<file path="src/rtl/tron_pkg.sv">
// Shared types and constants for the Tron match/round sequencer.
package tron_pkg;

  // Sequencer states; the encoding is visible on the state_dbg output.
  typedef enum logic [2:0] {
    ST_IDLE       = 3'd0,
    ST_COUNTDOWN  = 3'd1,
    ST_PLAY       = 3'd2,
    ST_ROUND_END  = 3'd3,
    ST_MATCH_OVER = 3'd4
  } tron_state_e;

  // round_result codes
  localparam logic [1:0] RR_NONE = 2'b00;
  localparam logic [1:0] RR_P1   = 2'b01;
  localparam logic [1:0] RR_P2   = 2'b10;
  localparam logic [1:0] RR_DRAW = 2'b11;

  // winner codes
  localparam logic [1:0] WIN_NONE = 2'b00;
  localparam logic [1:0] WIN_P1   = 2'b01;
  localparam logic [1:0] WIN_P2   = 2'b10;

  // Convert a decimal value 0..99 into {tens, ones} BCD.
  function automatic logic [7:0] to_bcd(input int v);
    int t;
    int o;
    t = v / 10;
    o = v % 10;
    return {t[3:0], o[3:0]};
  endfunction

endpackage

</file>
<file path="src/rtl/bcd_score_counter.sv">
// Two-digit BCD score counter that saturates at 99.
module bcd_score_counter (
  input  logic       clk,
  input  logic       clear_b,
  input  logic       clr,
  input  logic       inc,
  output logic [7:0] out
);

  logic [3:0] tens;
  logic [3:0] ones;

  assign tens = out[7:4];
  assign ones = out[3:0];

  // Clear wins over increment; at 99 the score holds; ones wrap 9->0 with carry.
  always_ff @(posedge clk or negedge clear_b) begin
    if (!clear_b) begin
      out <= 8'h00;
    end else if (clr) begin
      out <= 8'h00;
    end else if (inc) begin
      if (out == 8'h99) begin
        out <= 8'h99;
      end else if (ones >= 4'd9) begin
        out <= {tens + 4'd1, 4'd0};
      end else begin
        out <= {tens, ones + 4'd1};
      end
    end
  end

endmodule

</file>
<file path="src/rtl/tron_round_ctrl.sv">
// Match/round sequencer: countdown, play, round-end hold and match-over,
// with crash decoding and BCD score keeping for both players.
//
// Handshake: tick and start are single-cycle strobes with no back-pressure;
// crash_p1/crash_p2 are levels sampled on every clk. Outputs are registered
// and change on the rising edge after the cause.
module tron_round_ctrl
  import tron_pkg::*;
#(
  parameter int WIN_SCORE   = 5,
  parameter int COUNT_TICKS = 3,
  parameter int HOLD_TICKS  = 2
) (
  input  logic       clk,
  input  logic       clear_b,
  input  logic       tick,
  input  logic       start,
  input  logic       crash_p1,
  input  logic       crash_p2,
  output logic       game_run,
  output logic [3:0] countdown,
  output logic       p1_point,
  output logic       p2_point,
  output logic [7:0] score1,
  output logic [7:0] score2,
  output logic [1:0] round_result,
  output logic       match_over,
  output logic [1:0] winner,
  output logic [2:0] state_dbg
);

  localparam logic [7:0] WIN_BCD    = to_bcd(WIN_SCORE);
  localparam logic [3:0] COUNT_LOAD = 4'(COUNT_TICKS);
  localparam logic [3:0] HOLD_LOAD  = 4'(HOLD_TICKS);

  tron_state_e state_q, state_d;
  logic [3:0]  countdown_d;
  logic [3:0]  hold_q, hold_d;
  logic [1:0]  rr_d;
  logic [1:0]  winner_d;
  logic        p1_d, p2_d;
  logic        run_d, over_d;
  logic        score_clr, inc1, inc2;

  assign state_dbg = state_q;

  // State and registered outputs.
  always_ff @(posedge clk or negedge clear_b) begin
    if (!clear_b) begin
      state_q      <= ST_IDLE;
      countdown    <= 4'd0;
      hold_q       <= 4'd0;
      round_result <= RR_NONE;
      winner       <= WIN_NONE;
      p1_point     <= 1'b0;
      p2_point     <= 1'b0;
      game_run     <= 1'b0;
      match_over   <= 1'b0;
    end else begin
      state_q      <= state_d;
      countdown    <= countdown_d;
      hold_q       <= hold_d;
      round_result <= rr_d;
      winner       <= winner_d;
      p1_point     <= p1_d;
      p2_point     <= p2_d;
      game_run     <= run_d;
      match_over   <= over_d;
    end
  end

  // Next-state, counters, crash decode and score control.
  always_comb begin
    state_d     = state_q;
    countdown_d = countdown;
    hold_d      = hold_q;
    rr_d        = round_result;
    winner_d    = winner;
    p1_d        = 1'b0;
    p2_d        = 1'b0;
    score_clr   = 1'b0;
    inc1        = 1'b0;
    inc2        = 1'b0;

    case (state_q)
      ST_IDLE: begin
        if (start) begin
          state_d     = ST_COUNTDOWN;
          countdown_d = COUNT_LOAD;
          score_clr   = 1'b1;
          rr_d        = RR_NONE;
        end
      end
      ST_COUNTDOWN: begin
        if (tick) begin
          if (countdown <= 4'd1) begin
            state_d     = ST_PLAY;
            countdown_d = 4'd0;
          end else begin
            countdown_d = countdown - 4'd1;
          end
        end
      end
      ST_PLAY: begin
        if (crash_p1 || crash_p2) begin
          state_d = ST_ROUND_END;
          hold_d  = HOLD_LOAD;
          if (crash_p1 && crash_p2) begin
            rr_d = RR_DRAW;
          end else if (crash_p1) begin
            rr_d = RR_P2;
            p2_d = 1'b1;
            inc2 = 1'b1;
          end else begin
            rr_d = RR_P1;
            p1_d = 1'b1;
            inc1 = 1'b1;
          end
        end
      end
      ST_ROUND_END: begin
        // Scores are already updated on entry and cannot change here.
        if (tick) begin
          if (hold_q <= 4'd1) begin
            hold_d = 4'd0;
            if (score1 == WIN_BCD || score2 == WIN_BCD) begin
              state_d  = ST_MATCH_OVER;
              winner_d = (score1 == WIN_BCD) ? WIN_P1 : WIN_P2;
            end else begin
              state_d     = ST_COUNTDOWN;
              countdown_d = COUNT_LOAD;
            end
          end else begin
            hold_d = hold_q - 4'd1;
          end
        end
      end
      ST_MATCH_OVER: begin
        if (start) begin
          state_d     = ST_COUNTDOWN;
          countdown_d = COUNT_LOAD;
          score_clr   = 1'b1;
          winner_d    = WIN_NONE;
          rr_d        = RR_NONE;
        end
      end
      default: begin
        state_d = ST_IDLE;
      end
    endcase

    run_d  = (state_d == ST_PLAY);
    over_d = (state_d == ST_MATCH_OVER);
  end

  bcd_score_counter u_score1 (
    .clk     (clk),
    .clear_b (clear_b),
    .clr     (score_clr),
    .inc     (inc1),
    .out     (score1)
  );

  bcd_score_counter u_score2 (
    .clk     (clk),
    .clear_b (clear_b),
    .clr     (score_clr),
    .inc     (inc2),
    .out     (score2)
  );

endmodule
</file>
<file path="config.mk">
export PLATFORM = sky130hd
export DESIGN_NAME = tron_round_ctrl
export DESIGN_NICKNAME = d
export VERILOG_FILES = /design/src/rtl/tron_pkg.sv /design/src/rtl/bcd_score_counter.sv /design/src/rtl/tron_round_ctrl.sv
export SDC_FILE = /design/constraint.sdc
export NUM_CORES = 1
export LEC_CHECK = 0
export ABC_AREA = 0
export BUFFER_PORTS_ARGS = -buffer_cell sky130_fd_sc_hd__buf_4
export CAP_MARGIN = 20
export CORE_ASPECT_RATIO = 0.7
export CORE_MARGIN = 2
export CORE_UTILIZATION = 50
export DETAILED_ROUTE_END_ITERATION = 8
export GPL_ROUTABILITY_DRIVEN = 0
export PLACE_DENSITY = 0.75
export RECOVER_POWER = 100
export SYNTH_ARGS = -nofsm -noshare
export SYNTH_HDL_FRONTEND = slang
export SYNTH_HIERARCHICAL = 1
export SYNTH_SLANG_ARGS = --single-unit
</file>
<file path="constraint.sdc">
create_clock -name clk -period 1.7 [get_ports clk]
set_input_delay 0.17 -clock clk [delete_from_list [all_inputs] [get_ports clk]]
set_output_delay 0.17 -clock clk [all_outputs]
set_load 0.01 [all_outputs]
</file>
======== Word level (Yosys, flattened, before mapping) ========
Cells that the tools add are included.
word-level totals
  input bits .............................. 6
  word-level logic and storage cells ...... 107
  output and inout port bits .............. 31
  flip-flop bits (word level) ............. 35
cells by class
  $lt $le $gt $ge ......................... 4
  reduce and logical (&&, ||, !) cells .... 19
  $add $sub $neg .......................... 6
  equality and inequality tests ........... 18
  muxes and demuxes ....................... 47
operator list
  kind                                                             count
  2-to-1 mux 8 bit                                                 8
  2-to-1 mux 4 bit                                                 9
  2-to-1 mux 3 bit                                                 7
  adder 4 x 1 -> 4 bit (second input constant)                     4
  equality test 8 x 3 -> 1 bit (second input constant)             2
  equality test 8 bit (second input constant)                      2
  2-to-1 mux 2 bit                                                 8
  != test 2 bit (second input constant)                            7
  case mux 3 bit (4 select lines)                                  1
  case mux 4 bit (3 select lines)                                  1
  2-to-1 mux 1 bit                                                 10
  nonzero test 2 bit                                               5
  equality test 3 x 2 -> 1 bit (second input constant)             3
  nonzero test 3 bit                                               3
  >= comparator 4 bit (second input constant)                      2
  less-or-equal comparator 4 x 1 -> 1 bit (second input constant)  2
  case mux 2 bit (2 select lines)                                  2
  case mux 4 bit (2 select lines)                                  1
  subtractor 4 x 1 -> 4 bit (second input constant)                2
  equality test 3 bit (second input constant)                      2
  AND reduction 3 bit                                              2
  AND reduction 6 bit                                              1
  AND reduction 5 bit                                              1
  AND reduction 2 bit                                              2
  6 further kinds                                                  7

======== Longest topological paths before layout ========
  depth in word-level cells ............... 7
  gate-level depth with buffers ........... 7
  gate-level depth less buffers ........... 7

======== Hierarchy ========
Netlist, hierarchy kept.
modules (own cells, without submodules)
  module             instances  sequential area each (sq um)  cells an instance  area each (sq um)
  bcd_score_counter  2          200.2                         56                 540.5
  tron_round_ctrl    1          475.5                         115                1041.0

======== Worst setup path after synthesis ========
Ideal clock, no wire load.
  path type ............................... reg-to-reg
  start ................................... register state_q[0] (netlist: state_dbg[0])
  end ..................................... register u_score1.out[7]
  path slack .............................. -169 ps
  arrival time ............................ 1791 ps
  buffers on the path ..................... 1
  stages on the path, launching flop included .. 8
  data required time ...................... 1622 ps
  path through ............................ dfrtp_1 -> buf_2 -> nor3b_1 -> nand2_1 -> nor2_1 -> nand2_1 -> or4_1 -> a21oi_1
on the way
  elaborated cells between the ends (all ways) .. 10
  those cells by class .................... eq/ne (2); mux (3); reduce/logical (5)
RTL lines
  what                                  RTL line                 RTL
  from (decl)                           tron_round_ctrl.sv:36    tron_state_e state_q, state_d;
  from (signal assigned)                tron_round_ctrl.sv:60    state_q <= state_d;
  equality test 3 x 2 -> 1 bit          tron_round_ctrl.sv:85    case (state_q)
  2-to-1 mux 1 bit                      tron_round_ctrl.sv:85
  via inc1                              tron_round_ctrl.sv:43    logic score_clr, inc1, inc2;
  nonzero test 2 bit (no source line)   n/a
  AND reduction 2 bit (no source line)  n/a
  to (signal assigned)                  bcd_score_counter.sv:26  out <= {tens + 4'd1, 4'd0};
  to (signal assigned)                  bcd_score_counter.sv:28  out <= {tens, ones + 4'd1};
  to (decl)                             bcd_score_counter.sv:7   output logic [7:0] out
The timed path passes the listed nets, and every way through them passes these cells.
A chain may end at the register's enable or synchronous reset.

======== Final worst setup path ========
  start ................................... register hold_q[0]
  end ..................................... register winner[0]
on the way
  word-level cells in the longest chain between the ends .. 3
RTL lines
  what                                     RTL line                RTL
  from (decl)                              tron_round_ctrl.sv:38   logic [3:0] hold_q, hold_d;
  from (signal assigned)                   tron_round_ctrl.sv:62   hold_q <= hold_d;
  less-or-equal comparator 4 x 1 -> 1 bit  tron_round_ctrl.sv:124  if (hold_q <= 4'd1) begin
  != test 2 bit (no source line)           n/a
  AND reduction 5 bit (no source line)     n/a
  to (signal assigned)                     tron_round_ctrl.sv:64   winner <= winner_d;
  to (decl)                                tron_round_ctrl.sv:28   output logic [1:0] winner,
No other way between the ends.

==> results.ini <==
[logic_synthesis]
syn-mean-instance-area_sq_um = 9.35
yosysUniqueCellTypes = 48
yosysWarnings = 6
postSynth.asyncResetShare_pct = 100
synth_edf_count = 0
netlist_area_sq_um = 2120
ys_ff_latch = 35
synth-seq-area-share_pct = 41.3
ys_top_cells_by_area = dfrtp_1 (41%), ha_1 (8.3%), nand2_1 (3.4%), nor2_1 (3.4%), o21ai_0 (3.1%)
netlist_instances = 227
synth_top_cell_area_share_pct = 41.3
synth_commonest_cells = dfrtp_1 (35), nand2_1 (19), nor2_1 (19)
synth_area_leader_cell = dfrtp_1
synth_most_common_cell = dfrtp_1
synth_fp_nets = 247
synth-main-ff-cell = dfrtp_1

[clock_network]
cts_buffers = 5
clock_sinks = 35
clock_path_buffers = 2
htreeDepth = 2
clk_pin_slew_ns = 0.07
cts_tree = yes
clk_latency_ns = 0.30
root_buffer = clkbuf_8

[power]
p_leak_uw = 0.00134
sw_frac_of_total_pct = 41.3
clockPowerShare_pct = 14.3
comb_power_share_pct = 55.3
powerDensity_nw_per_um2 = 1450
power.share.sequential_pct = 30.4
p_switching_uw = 1720
ir_worst_vdd_uv = 986
power.total_uw = 4160
p_int_uw = 2450

[die]
rows = 19
ios = 37
start_util_pct = 53.1
die_x_um = 81.9
die_area_sq_um = 4790
die_y_um = 58.5
core_sq_um = 3990

[sta]
finalMaxSlewViolations = 0
period_minus_slack_ns = 1.78
fin_ws_ns = -0.0811
clock.fmax_mhz = 561
hold_violations = 0
tightest_slew_ns = 0.852
final.period_utilization_pct = 105
rsz0062_at_grt = yes
maxSlewHeadroom_pct = 43.2
finClkSkew_ns = 0.00934
setup_viol = 5

[worst_setup_path]
path_cells = inv_2 -> ha_4 -> nor2_4 -> or4b_4 -> a211o_1 -> nand3_1 -> o31ai_1
cp-end-kind = flip-flop
critical_path_class = reg2reg
reg2reg_from = hold_q[0]
reg2reg_setup_slack_ns = -0.08
slowest_stage = or4b_4
crit_path_max_incr_delay_ns = 0.49
reg2reg_to = winner[0]
critPathMaxFanout = 5
start_kind = flip-flop
rr_worst_depth = 7
path_buf_inv = 1
cp_top_family = simple AND/OR/NAND/NOR gates
required_ns = 1.87
arrival_ns = 1.95

[layout]
syn2layout_area_growth_pct = 35.6
antenna_cells = 0
final_area_sq_um = 2880
nets = 319
fill_cells = 321
drive_above_1_share_pct = 32.7

[grt]
grt_pass1_vias = 1798
antenna_found_initial = 0
grt_pass1_wl_um = 8800
grt_max_degree = 36
track_usage_pct = 24.3
grt-ovfl-total = 0

[min_path]
hold_class = in2reg
hp-start = start
holdPathEnd = state_dbg[2]
min_path_cells = 2

[status]
status = complete, but fails checks
violations = setup timing

[route]
wl_um = 5570
dr.pass1.iters = 5
drtIter0Drc = 171
met1_length_um = 2580
wl_met2_um = 2530
vias = 2061
drc = 0
routed.top_layer = met4
wl_met3_um = 366
avgRoutedWirePerCell_um = 15.8
routed_via_density = 5.86
postRouteAntennaNets = 0

[run]
cap_violations = 0

[placed_design]
buffer_ports.inserted = 36
postPlaceCellArea_sq_um = 2680
hpwlAfterDp_um = 3870

==> flip-flops by register name, summed over array words and instances, names as in the netlist, 2 cells and up <==
name / count
countdown: 4
u_score1/out: 8
u_score2/out: 8
state_dbg: 3
round_result: 2
winner: 2
hold_q: 4
==> metrics by stage <==
stage	setup TNS [ns]	hold slack (ns)	worst slack, ns	instances	util [%]
CTS	-0.197	0.0775	-0.0992	349	69.7
finish	-0.258	0.0839	-0.0811	352	72.1
global route	-0.930	0.0861	-0.152	352	72.1
global placement	-0.0526	0.155	-0.0357	339	67.0
floorplan	-0.0105	-0.126	-0.0105	227	-
detailed placement	-0.236	0.157	-0.0948	339	67.0
==> cell families after synthesis <==
logic type      Yosys count  share of synthesized area (%)
simple gates             94                           26.5
compound gates           62                           20.0
flops                    35                           41.3
buf+inv                  22                           3.95
fa+ha+maj                14                           8.25
==> repair_timing <==
| item | 4_1_cts | 5_1_grt |
|---|---|---|
| hold buffers | 1 | 0 |
| setup endpoints to repair | 6 | 21 |
| gates cloned | 0 | 0 |
| buffers inserted | 1 | 3 |
| hold endpoints to repair | 35 | 0 |
| gates resized for setup | 1 | 27 |
| pin swaps | 4 | 9 |
==> worst max-delay path by stage <==
stage | start | to | slack (ns) | depth (start not counted)
3_3_place_gp | hold_q[0] | winner[0] | -0.04 | 7
6_report | hold_q[0] | winner[0] | -0.08 | 7
3_5_place_dp | hold_q[0] | winner[0] | -0.09 | 7
4_1_cts | hold_q[0] | winner[0] | -0.1 | 7
5_1_grt | hold_q[0] | winner[1] | -0.15 | 7
2_1_floorplan | hold_q[0] | winner[0] | -0.01 | 7
==> per-layer routing <==
layer | vias up | global-route usage (%)
met2 | 68 | 33.9
met5 | - | 0
met1 | 999 | 37.6
met4 | 0 | 7.38
met3 | 11 | 5.21
li1 | 983 | -
==> cell usage in the layout (no fill, tap or decap), types with 3 or more instances in the layout <==
master and instances:
nand2b_1 8, nor3_1 4, nand2_1 16, o31ai_1 4, ha_1 11, o21ai_0 13, o22ai_1 3, dfrtp_1 34
clkbuf_1 11, clkbuf_8 5, buf_6 4, nand3_1 9, a21oi_1 9, nor2_4 3, a22o_1 3, buf_4 54
a311oi_1 4, nor3b_4 3, nor2b_1 4, a211o_1 3, inv_1 15, a31oi_1 6, nor2_1 16
==> power groups by stage <==
stage,clock [uW],combinational (uW),sequential [uW]
floorplan,0,1080,1350
global placement,0,1940,1250
detailed placement,0,1980,1260
CTS,616,2010,1240
global route,650,2520,1300
finish,596,2300,1260
==> layout make-up <==
type	instances	area, sq um	share of cell area (%)
clock buffer	6	72.6	2.52
inverter	17	63.8	2.22
sequential	35	877	30.5
timing repair buffer	70	503	17.5
clock inverter	2	12.5	0.435
multi-input combinational	170	1280	44.6
tap	52	65.1	2.26
Note: power is estimated with default switching activity, not from simulation.
